[config.mk]
export PLATFORM = sky130hd
export DESIGN_NAME = piso_frame_ctrl
export DESIGN_NICKNAME = d
export VERILOG_FILES = /design/src/rtl/piso_frame_ctrl.sv
export SDC_FILE = /design/constraint.sdc
export NUM_CORES = 1
export LEC_CHECK = 0
export CAP_MARGIN = 10
export CORE_ASPECT_RATIO = 2
export CORE_UTILIZATION = 26
export DETAILED_ROUTE_END_ITERATION = 10
export GPL_ROUTABILITY_DRIVEN = 0
export HOLD_SLACK_MARGIN = 0.06
export PLACE_DENSITY = 0.47
export SYNTH_ARGS = -nofsm -noshare
export SYNTH_HDL_FRONTEND = slang
export SYNTH_SLANG_ARGS = --single-unit
[constraint.sdc]
create_clock -name clk -period 1.6 [get_ports clk]
set_input_delay 0.16 -clock clk [delete_from_list [all_inputs] [get_ports clk]]
set_output_delay 0.16 -clock clk [all_outputs]
set_load 0.005 [all_outputs]
[src/rtl/piso_frame_ctrl.sv]
// Frame sequencer for a WIDTH-bit PISO: valid/ready word intake, load/direction control,
// bit-valid/last qualification and an inter-frame gap. Define PISO_FRAME_CTRL_PARITY_EN to append an even-parity bit.
module piso_frame_ctrl #(
  parameter int WIDTH      = 4,
  parameter int GAP_CYCLES = 1
) (
  input  logic             clk,
  input  logic             reset,
  input  logic             in_valid,
  output logic             in_ready,
  input  logic [WIDTH-1:0] in_data,
  input  logic             in_lsb_first,
  output logic             sr_load,
  output logic             sr_shift_dir,
  output logic [WIDTH-1:0] sr_parallel_in,
  input  logic             sr_serial_out,
  output logic             tx_bit,
  output logic             tx_bit_valid,
  output logic             tx_last,
  output logic             busy,
  output logic             done
);

  localparam int CW = (WIDTH > 1) ? $clog2(WIDTH) : 1;
  localparam logic [CW-1:0] LAST_CNT = CW'(WIDTH - 1);
  localparam logic [3:0]    GAP_LAST = 4'(GAP_CYCLES - 1);

`ifdef PISO_FRAME_CTRL_PARITY_EN
  typedef enum logic [2:0] {IDLE, LOAD, SHIFT, PARITY, GAP} state_t;
`else
  typedef enum logic [2:0] {IDLE, LOAD, SHIFT, GAP} state_t;
`endif

  state_t        state;
  logic [CW-1:0] cnt;
  logic [3:0]    gap_cnt;

  always_ff @(posedge clk) begin
    if (!reset) begin
      state          <= IDLE;
      cnt            <= '0;
      gap_cnt        <= '0;
      in_ready       <= 1'b0;
      sr_load        <= 1'b0;
      sr_shift_dir   <= 1'b0;
      sr_parallel_in <= '0;
      tx_bit_valid   <= 1'b0;
      tx_last        <= 1'b0;
      busy           <= 1'b0;
      done           <= 1'b0;
    end else begin
      sr_load <= 1'b0;
      done    <= 1'b0;
      case (state)
        IDLE: begin
          if (in_ready && in_valid) begin
            sr_parallel_in <= in_data;
            sr_shift_dir   <= in_lsb_first;
            sr_load        <= 1'b1;
            in_ready       <= 1'b0;
            busy           <= 1'b1;
            state          <= LOAD;
          end else begin
            in_ready <= 1'b1;
          end
        end
        LOAD: begin
          cnt          <= '0;
          tx_bit_valid <= 1'b1;
`ifdef PISO_FRAME_CTRL_PARITY_EN
          tx_last      <= 1'b0;
`else
          tx_last      <= (LAST_CNT == '0);
`endif
          state        <= SHIFT;
        end
        SHIFT: begin
          if (cnt == LAST_CNT) begin
`ifdef PISO_FRAME_CTRL_PARITY_EN
            tx_last <= 1'b1;
            state   <= PARITY;
`else
            tx_bit_valid <= 1'b0;
            tx_last      <= 1'b0;
            done         <= 1'b1;
            gap_cnt      <= '0;
            if (GAP_CYCLES == 0) begin
              in_ready <= 1'b1;
              busy     <= 1'b0;
              state    <= IDLE;
            end else begin
              state <= GAP;
            end
`endif
          end else begin
            cnt <= cnt + CW'(1);
`ifndef PISO_FRAME_CTRL_PARITY_EN
            tx_last <= (cnt + CW'(1) == LAST_CNT);
`endif
          end
        end
`ifdef PISO_FRAME_CTRL_PARITY_EN
        PARITY: begin
          tx_bit_valid <= 1'b0;
          tx_last      <= 1'b0;
          done         <= 1'b1;
          gap_cnt      <= '0;
          if (GAP_CYCLES == 0) begin
            in_ready <= 1'b1;
            busy     <= 1'b0;
            state    <= IDLE;
          end else begin
            state <= GAP;
          end
        end
`endif
        GAP: begin
          if (gap_cnt == GAP_LAST) begin
            in_ready <= 1'b1;
            busy     <= 1'b0;
            state    <= IDLE;
          end else begin
            gap_cnt <= gap_cnt + 4'd1;
          end
        end
        default: state <= IDLE;
      endcase
    end
  end

  // Data bits pass straight through from the PISO; the parity bit is generated locally.
`ifdef PISO_FRAME_CTRL_PARITY_EN
  assign tx_bit = tx_bit_valid & ((state == PARITY) ? ^sr_parallel_in : sr_serial_out);
`else
  assign tx_bit = tx_bit_valid & sr_serial_out;
`endif

endmodule

# == Word level (Yosys, flattened, before mapping) ==
# Index checks and enable logic that the tools add are counted.
# totals
regBits,20
input_bits,9
word_cells,60
# op_classes
eq_ne,10
bitwise_logic,1
reduce_logical,15
addsub,2
n_mux,21
# op_table
cell,count
$pmux 3 s4,1
$reduce_and 2->1,6
$ne 2x2->1 const B,5
$mux 3,3
$reduce_and 3->1,3
$mux 1,8
$mux 4,2
$pmux 1 s2,4
$pmux 4 s2,1
$eq 3x2->1 const B,2
$reduce_bool 2->1,3
$add 4x1->4 const B,1
$eq 2x2->1 const B,2
$logic_not 4->1,1
$pmux 2 s2,1
$eq 3x1->1 const B,1
$logic_not 3->1,1
$add 2x1->2 const B,1
$mux 2,1
$and 1x1->1,1
$logic_and 1x1->1,1

# == Logic depth before layout (Yosys ltp) ==
# Gate-level depths: netlist of the first run.
# logic_depth
ltp_word,4
depth_mapped,6
ltp_nobuf,6

# == Least setup slack after synthesis of the first run ==
# No wires, ideal clock.
# synth_path
path_type,register -> register
start,reg gap_cnt[0]
end,reg state[0]
setup_time_ps,127
slack_ps,217
arrival_time_ps,1255
path_stages_with_launch,6
path_buffers,0
period_less_slack_ps,1383
cell_sequence,dfxtp_1 inv_1 ha_1 or3b_4 a221oi_4 o21ai_0
# synth_via
elab_chain_len,3
# synth_lines
element,line_no,text
from (decl),36,logic [3:0] gap_cnt;
from (signal assigned),123,gap_cnt <= gap_cnt + 4'd1;
$logic_not 4->1,118,if (gap_cnt == GAP_LAST) begin
$ne 2x2->1 (no line),--,
$reduce_and 3->1 (no line),--,
to (signal assigned),92,state <= GAP;
to (signal assigned),121,state <= IDLE;
to (signal assigned),126,default: state <= IDLE;
to (decl),34,state_t state;
# No other way between the ends.
# A chain may end at the register's enable or synchronous reset.

# == Final worst setup path of the first run ==
# layout_path
start,reg gap_cnt[1]
end,reg state[1]
# The elaborated chain is that of the path after synthesis.

==> impl_metrics.toml, run 1 <==
[run_status]
status = "finished, final reports clean"

[setup_path]
cp_slowest_stage_delay_ns = 0.40
crit_family = "simple AND/OR/NAND/NOR gates"
rrSetupSlack_ns = 0.11
endpoint_kind = "flop"
cp_data_arrival_time_ns = 1.69
startpoint_type = "flop"
r2r_end = "state[1]"
critical_path_required_ns = 1.80
crit_start = "gap_cnt[1]"
path_buf_inv = 1
critPathSlowestCell = "or3b_4"
cp_cell_sequence = "inv_1 -> ha_4 -> or3b_4 -> a221oi_4 -> nand3_1 -> o21ai_1"
cp_max_fo = 4
crit_cells = 6
reg2reg_from = "gap_cnt[1]"
cp-endpoint = "state[1]"
reg2reg_depth = 6
criticalPathCategory = "flop to flop"

[placement]
dpl-instance-area_sq_um = 1285
io_buffers = 20
pre_cts_slack_ns = 0.03630
dp.final_hpwl_mm = 1.700

[synth]
ys_seq_elements = 19
synth.area.top_cells = "dfxtp_1 39%, ha_1 12%, nor2b_1 7.1%"
synth.net_count = 127
synth_top_cell_by_area = "dfxtp_1"
synth_area_sq_um = 969.7
synth_top_area_share_pct = 39.23
ys_warn_count = 0
synth_xor_area_share_pct = 0
yosys-mux-area-fraction_pct = 5.161
ys_seq_area_share_pct = 39.23
synth_compound_area_share_pct = 16.52
synthCells = 109
synth_top_family_by_area = "simple AND/OR/NAND/NOR gates"
synth_adder_area_share_pct = 11.61
avgSynthCellArea_sq_um = 8.896
synthSimpleGateAreaFrac_pct = 23.74
synthDistinctLibCells = 27

[cells_and_area]
area.growth.synth_to_final_pct = 41.81
n_fill_cell = 380
fin_nets = 160
multi_input_area_sq_um = 575.6
layout-drive-gt1-share_pct = 17.73
antenna_cells = 0
seq_area_sq_um = 386.6
postLayoutCellArea_sq_um = 1375

[cts]
cts_root_buf = "clkbuf_8"
clockBufferDepth = 2
cts_tree = "done"
clk_pin_slew_ns = 0.07
postCtsHoldBufs = 0
cts-buffers-inserted = 3
insertion_delay_ns = 0.26
ctsHtreeMaxLevel = 1
clock-sinks = 19

[drt]
firstDrtPassIters = 4
wl_per_cell_um = 11.47
route.detailed.drc = 0
routed_wl_mm = 2.179
num_vias = 878
antenna_left = 0
drt_iter0_markers = 8
vias_per_cell = 4.621

[sta]
rsz0062_at_grt = "false"
fin_worst_skew_ns = 0.002767
tns_ns = 0
hold_slack_ns = 0.4890
fmax_mhz = 669.3
slew_violations = 0
hold_violations = 0
relSlewSlack_pct = 75.83
finalSetupViolations = 0
period_share_pct = 93.38
period_needed_ns = 1.494
layout_setup_ws_ns = 0.1059
worstMarginPinSlew_ns = 0.3615

[floorplan]
rows = 31
die-height_um = 88.37
design.portCount = 21
die_x_um = 45.18
die-area_sq_um = 3992
core_sq_um = 3607
initial_core_util_pct = 26.88

[grt]
antenna_found_initial = 0
grt_max_degree = 15
grt_use_total_pct = 11.64
grt_pass1_vias = 815
grt_pass1_wl_mm = 3.415
grt.overflow.total = 0

[hold_path]
hold_start = "tx_last"
hp-class = "flop to flop"

[pwr]
leakagePower_nw = 0.5388
p_per_area_nw_per_um2 = 1193
power_mw = 1.641
vdd_drop_max_mv = 0.5609

[job]
max_cap_viol_count = 0
[worst min path at each step]
stage | to | slack, ns | cells after the start
global placement | tx_last | 0.47 | 2
floorplan | state[1] | 0.31 | 2
finish | tx_last | 0.49 | 2
detailed placement | tx_last | 0.48 | 2
global route | state[0] | 0.52 | 2
CTS | tx_last | 0.49 | 2
[Yosys cell counts]
cell and number:
a21boi_0 1, a21oi_1 9, a221oi_4 1, a22oi_1 1, a31oi_1 1, and2_1 1
and3_1 1, buf_2 2, clkbuf_1 1, dfxtp_1 19, ha_1 9, inv_1 6
mux2i_1 5, nand2_1 12, nand2b_1 3, nand3_1 7, nand3b_1 1, nor2_1 5
nor2b_1 11, nor3_1 1, nor3b_1 1, o21a_1 1, o21ai_0 5, o221a_2 1
o22ai_1 1, o32ai_1 2, or3b_4 1
[worst min-delay path, stage by stage (launching register included)]
cell and delay, ns:
dfxtp_1 0.32, nand2b_1 0.06, a21boi_0 0.06
[power by group]
group | total (mW) | internal, mW | leakage (nW) | switching [mW]
Clock | 0.342 | 0.173 | 0.0255 | 0.168
Sequential | 0.619 | 0.552 | 0.156 | 0.0671
Combinational | 0.680 | 0.373 | 0.357 | 0.307
Total | 1.64 | 1.10 | 0.539 | 0.543
[metrics by stage]
step / std cells / util (%)
after floorplan: 109 / -
after global placement: 184 / 35.62
after detailed placement: 184 / 35.62
after CTS: 188 / 36.91
after global routing: 190 / 38.12
final: 190 / 38.12
[kinds of logic after synthesis]
| group | count (synthesis) |
|---|---|
| AND/OR/NAND/NOR | 44 |
| AO/OA/AOI/OAI | 23 |
| flip-flops | 19 |
| buffers and inverters | 9 |
| adder cells (fa/ha/maj) | 9 |
| multiplexers | 5 |
[layout make-up]
type                    count  share of cell area [%]
inverters                   6                   1.638
clock inverters             1                  0.3640
clock buffers               3                   3.003
flip-flops and latches     19                   28.12
multi-input cells          81                   41.86
repair buffers             31                   20.56
well taps                  49                   4.459
[routing by layer]
layer  GRT usage (%)  wire length (um)  vias up
met5               0                 0        -
met4           7.713                68        0
met3           1.837                51        7
met2           19.50              1135       14
li1                -                 -      443
met1           13.00               924      414
[state kept, by name, indices dropped and copies added (netlist names)]
register / flops
done: 1
sr_shift_dir: 1
gap_cnt: 4
tx_bit_valid: 1
busy: 1
sr_parallel_in: 4
in_ready: 1
cnt: 2
state: 2
sr_load: 1
tx_last: 1
[layout by cell type (no fill, tap or decap), types with 2 or more instances in the layout]
master,Yosys,routed
a21oi_1,9,9
buf_4,0,11
clkbuf_8,0,3
clkdlybuf4s50_1,0,20
dfxtp_1,19,16
dfxtp_2,0,2
ha_1,9,7
inv_1,6,5
mux2i_1,5,5
nand2_1,12,12
nand2b_1,3,3
nand3_1,7,7
nor2_1,5,5
nor2b_1,11,11
o21ai_0,5,3
o21ai_1,0,2
[repair_timing]
action,CTS,global route
resized for setup,0,11
setup buffers,0,2
setup endpoints to repair,0,7
(Power assumes the default switching activity.)
==> run 2: changes to the inputs <==
--- a/config.mk
+++ b/config.mk
@@ -5,6 +5,7 @@
 export SDC_FILE = /design/constraint.sdc
 export NUM_CORES = 1
 export LEC_CHECK = 0
+export ABC_AREA = 1
 export CAP_MARGIN = 10
 export CORE_ASPECT_RATIO = 2
 export CORE_UTILIZATION = 26
==> run 2 against run 1 <==
  * Sequential power is 9.7% higher
  * Combinational power increased by 9.9%
  * Power up 7.7%
  * Final cell count is 6.8% higher
  * Largest cell class unchanged
  * Utilization down 1.5 points
  * Design area fell by 8.9%
  * Clock power is essentially flat
==> impl_metrics.toml, run 2 <==
[synth]
synth_area_sq_um = 943.4
ys_seq_area_share_pct = 40.32
synth_adder_area_share_pct = 11.94
avgSynthCellArea_sq_um = 7.147
synth.area.top_cells = "dfxtp_1 40%, ha_1 12%, nand2_1 12%"
synthSimpleGateAreaFrac_pct = 23.34
yosysMostFrequentCell = "nand2_1"
async_flop_share_pct = 0
synth_top_area_share_pct = 40.32
synth_xor_area_share_pct = 0
yosys-mux-area-fraction_pct = 0
synth_top_cell_by_area = "dfxtp_1"
synth.net_count = 150
synth_ff_type = "dfxtp_1"
synthCells = 132
synth_common_cells = "30 x nand2_1, 19 x dfxtp_1, 19 x inv_1"
synth_compound_area_share_pct = 13.79
synth_edf_count = 0
ys_warn_count = 0
ys_seq_elements = 19
synthDistinctLibCells = 17
synth_top_family_by_area = "simple AND/OR/NAND/NOR gates"

[cells_and_area]
area.growth.synth_to_final_pct = 32.76
n_fill_cell = 345
antenna_cells = 0
layout-drive-gt1-share_pct = 8.387
multi_input_area_sq_um = 467.9
reg_top3 = "gap_cnt x4, sr_parallel_in x4"
layout_commonest_cell = "nand2_1"
fin_nets = 174
postLayoutCellArea_sq_um = 1252
seq_area_sq_um = 380.4
mostFrequentLayoutCells = "30 x nand2_1, 20 x clkdlybuf4s50_1, 19 x inv_1, 19 x dfxtp_1"
fin_cells = 203

[setup_path]
cp_data_arrival_time_ns = 1.59
startpoint_type = "flop"
reg2reg_from = "state[0]"
reg2reg_depth = 8
r2r_end = "gap_cnt[2]"
critical_path_required_ns = 1.75
rrSetupSlack_ns = 0.16
endpoint_kind = "flop"
cp_max_fo = 6
criticalPathCategory = "flop to flop"

[drt]
num_vias = 863
vias_per_cell = 4.251
firstDrtPassIters = 4
route.detailed.drc = 0
antenna_left = 0
drt_iter0_markers = 25
wl_per_cell_um = 10.43
routed_wl_mm = 2.117

[sta]
tns_ns = 0
slew_violations = 0
worstMarginPinSlew_ns = 0.1974
hold_violations = 0
period_needed_ns = 1.440
rsz0062_at_grt = "false"
relSlewSlack_pct = 86.76
fmax_mhz = 694.6
period_share_pct = 89.98
fin_worst_skew_ns = 0.005318
finalSetupViolations = 0

[placement]
io_buffers = 20
place_inst = 199
dp.final_hpwl_mm = 1.703
dpl-instance-area_sq_um = 1201

[floorplan]
rows = 30
core_sq_um = 3416
die_x_um = 44.60
initial_core_util_pct = 27.62
die-area_sq_um = 3888
design.portCount = 21
die-height_um = 87.19

[hold_path]
hold_start = "sr_parallel_in[1]"
hold_depth = 2
hold_end = "sr_parallel_in[1]"
hp-class = "flop to flop"

[grt]
grt_max_degree = 14
antenna_found_initial = 0
grt_pass1_vias = 816
grt.overflow.total = 0
grt_pass1_wl_mm = 3.484
grt_use_total_pct = 12.53

[pwr]
p_per_area_nw_per_um2 = 1411
vdd_drop_max_mv = 0.6350
leakagePower_nw = 0.5228

[cts]
clk_pin_slew_ns = 0.08
cts-buffers-inserted = 3
ctsHtreeMaxLevel = 1
insertion_delay_ns = 0.26
cts_setup_buffers = 0
clockBufferDepth = 2
cts_root_buf = "clkbuf_8"
clock-sinks = 19
cts_tree = "done"

[job]
max_cap_viol_count = 0

[run_status]
status = "finished, final reports clean"
run 2: changes by cell type after synthesis, moves of 4 or more:
cell / delta
a21oi_1: +5
nor2_1: +9
nor2b_1: -11
mux2i_1: -5
inv_1: +13
nand2_1: +18
o21ai_0: +4
run 2: cells by family (layout without fill, tap and decap cells):
family                     count (synthesis)  count (layout)
and+or+nand+nor                           54              54
AOI/OAI and AO/OA                         25              25
buffers and inverters                     25              48
DFF                                       19              19
adders and majority gates                  9               9
run 2: layout make-up:
class | instances | area share (%)
clock buffers | 3 | 3.297
clock inverters | 1 | 0.3996
inverters | 22 | 6.593
multi-input cells | 88 | 37.36
flip-flops and latches | 19 | 30.37
well taps | 48 | 4.795
repair buffers | 22 | 17.18
run 2: where the power goes:
part	switching [mW]	internal (mW)	total [mW]
sequential	0.0863	0.592	0.679
combinational	0.395	0.351	0.747
clock	0.169	0.173	0.342
total	0.650	1.12	1.77
run 2: metal layers:
metal  track usage, %  vias up  part of all wire, %
met4            7.989        0                  2.2
met2            22.46       18                   56
met1            12.48      383                   37
met5                0        -                    0
li1                 -      458                    -
met3            2.282        4                  4.0
run 2: repair_timing:
action / 4_1_cts / 5_1_grt
hold buffers: 0 / 0
setup endpoints to repair: 0 / 1
gates resized for setup: 0 / 1
run 2: worst max-delay path, stage by stage, from the launching register on:
cell     delay, ns
dfxtp_1       0.38
inv_1         0.10
ha_1          0.27
inv_2         0.09
nor2_2        0.04
nor2_2        0.14
nand2_2       0.09
o21ai_0       0.17
nor2_1        0.06
run 2: worst max-delay path by stage:
stage / from / to / slack, ns
after CTS: state[1] / sr_shift_dir / 0.15
final: state[0] / gap_cnt[2] / 0.16
after detailed placement: state[1] / sr_shift_dir / 0.16
after floorplan: state[0] / gap_cnt[2] / 0.32
after global placement: in_valid / sr_parallel_in[1] / 0.20
after global routing: state[0] / state[1] / 0.05
run 2: through the flow:
| step | util, % | setup slack, ns | hold slack [ns] | power, mW |
|---|---|---|---|---|
| floorplan | - | 0.3213 | 0.2930 | 1.144 |
| global placement | 35.16 | 0.2029 | 0.4302 | 1.421 |
| global route | 36.67 | 0.04979 | 0.4574 | 1.924 |
| CTS | 36.52 | 0.1505 | 0.4480 | 1.786 |
| detailed placement | 35.16 | 0.1584 | 0.4377 | 1.441 |
| finish | 36.67 | 0.1603 | 0.4457 | 1.767 |
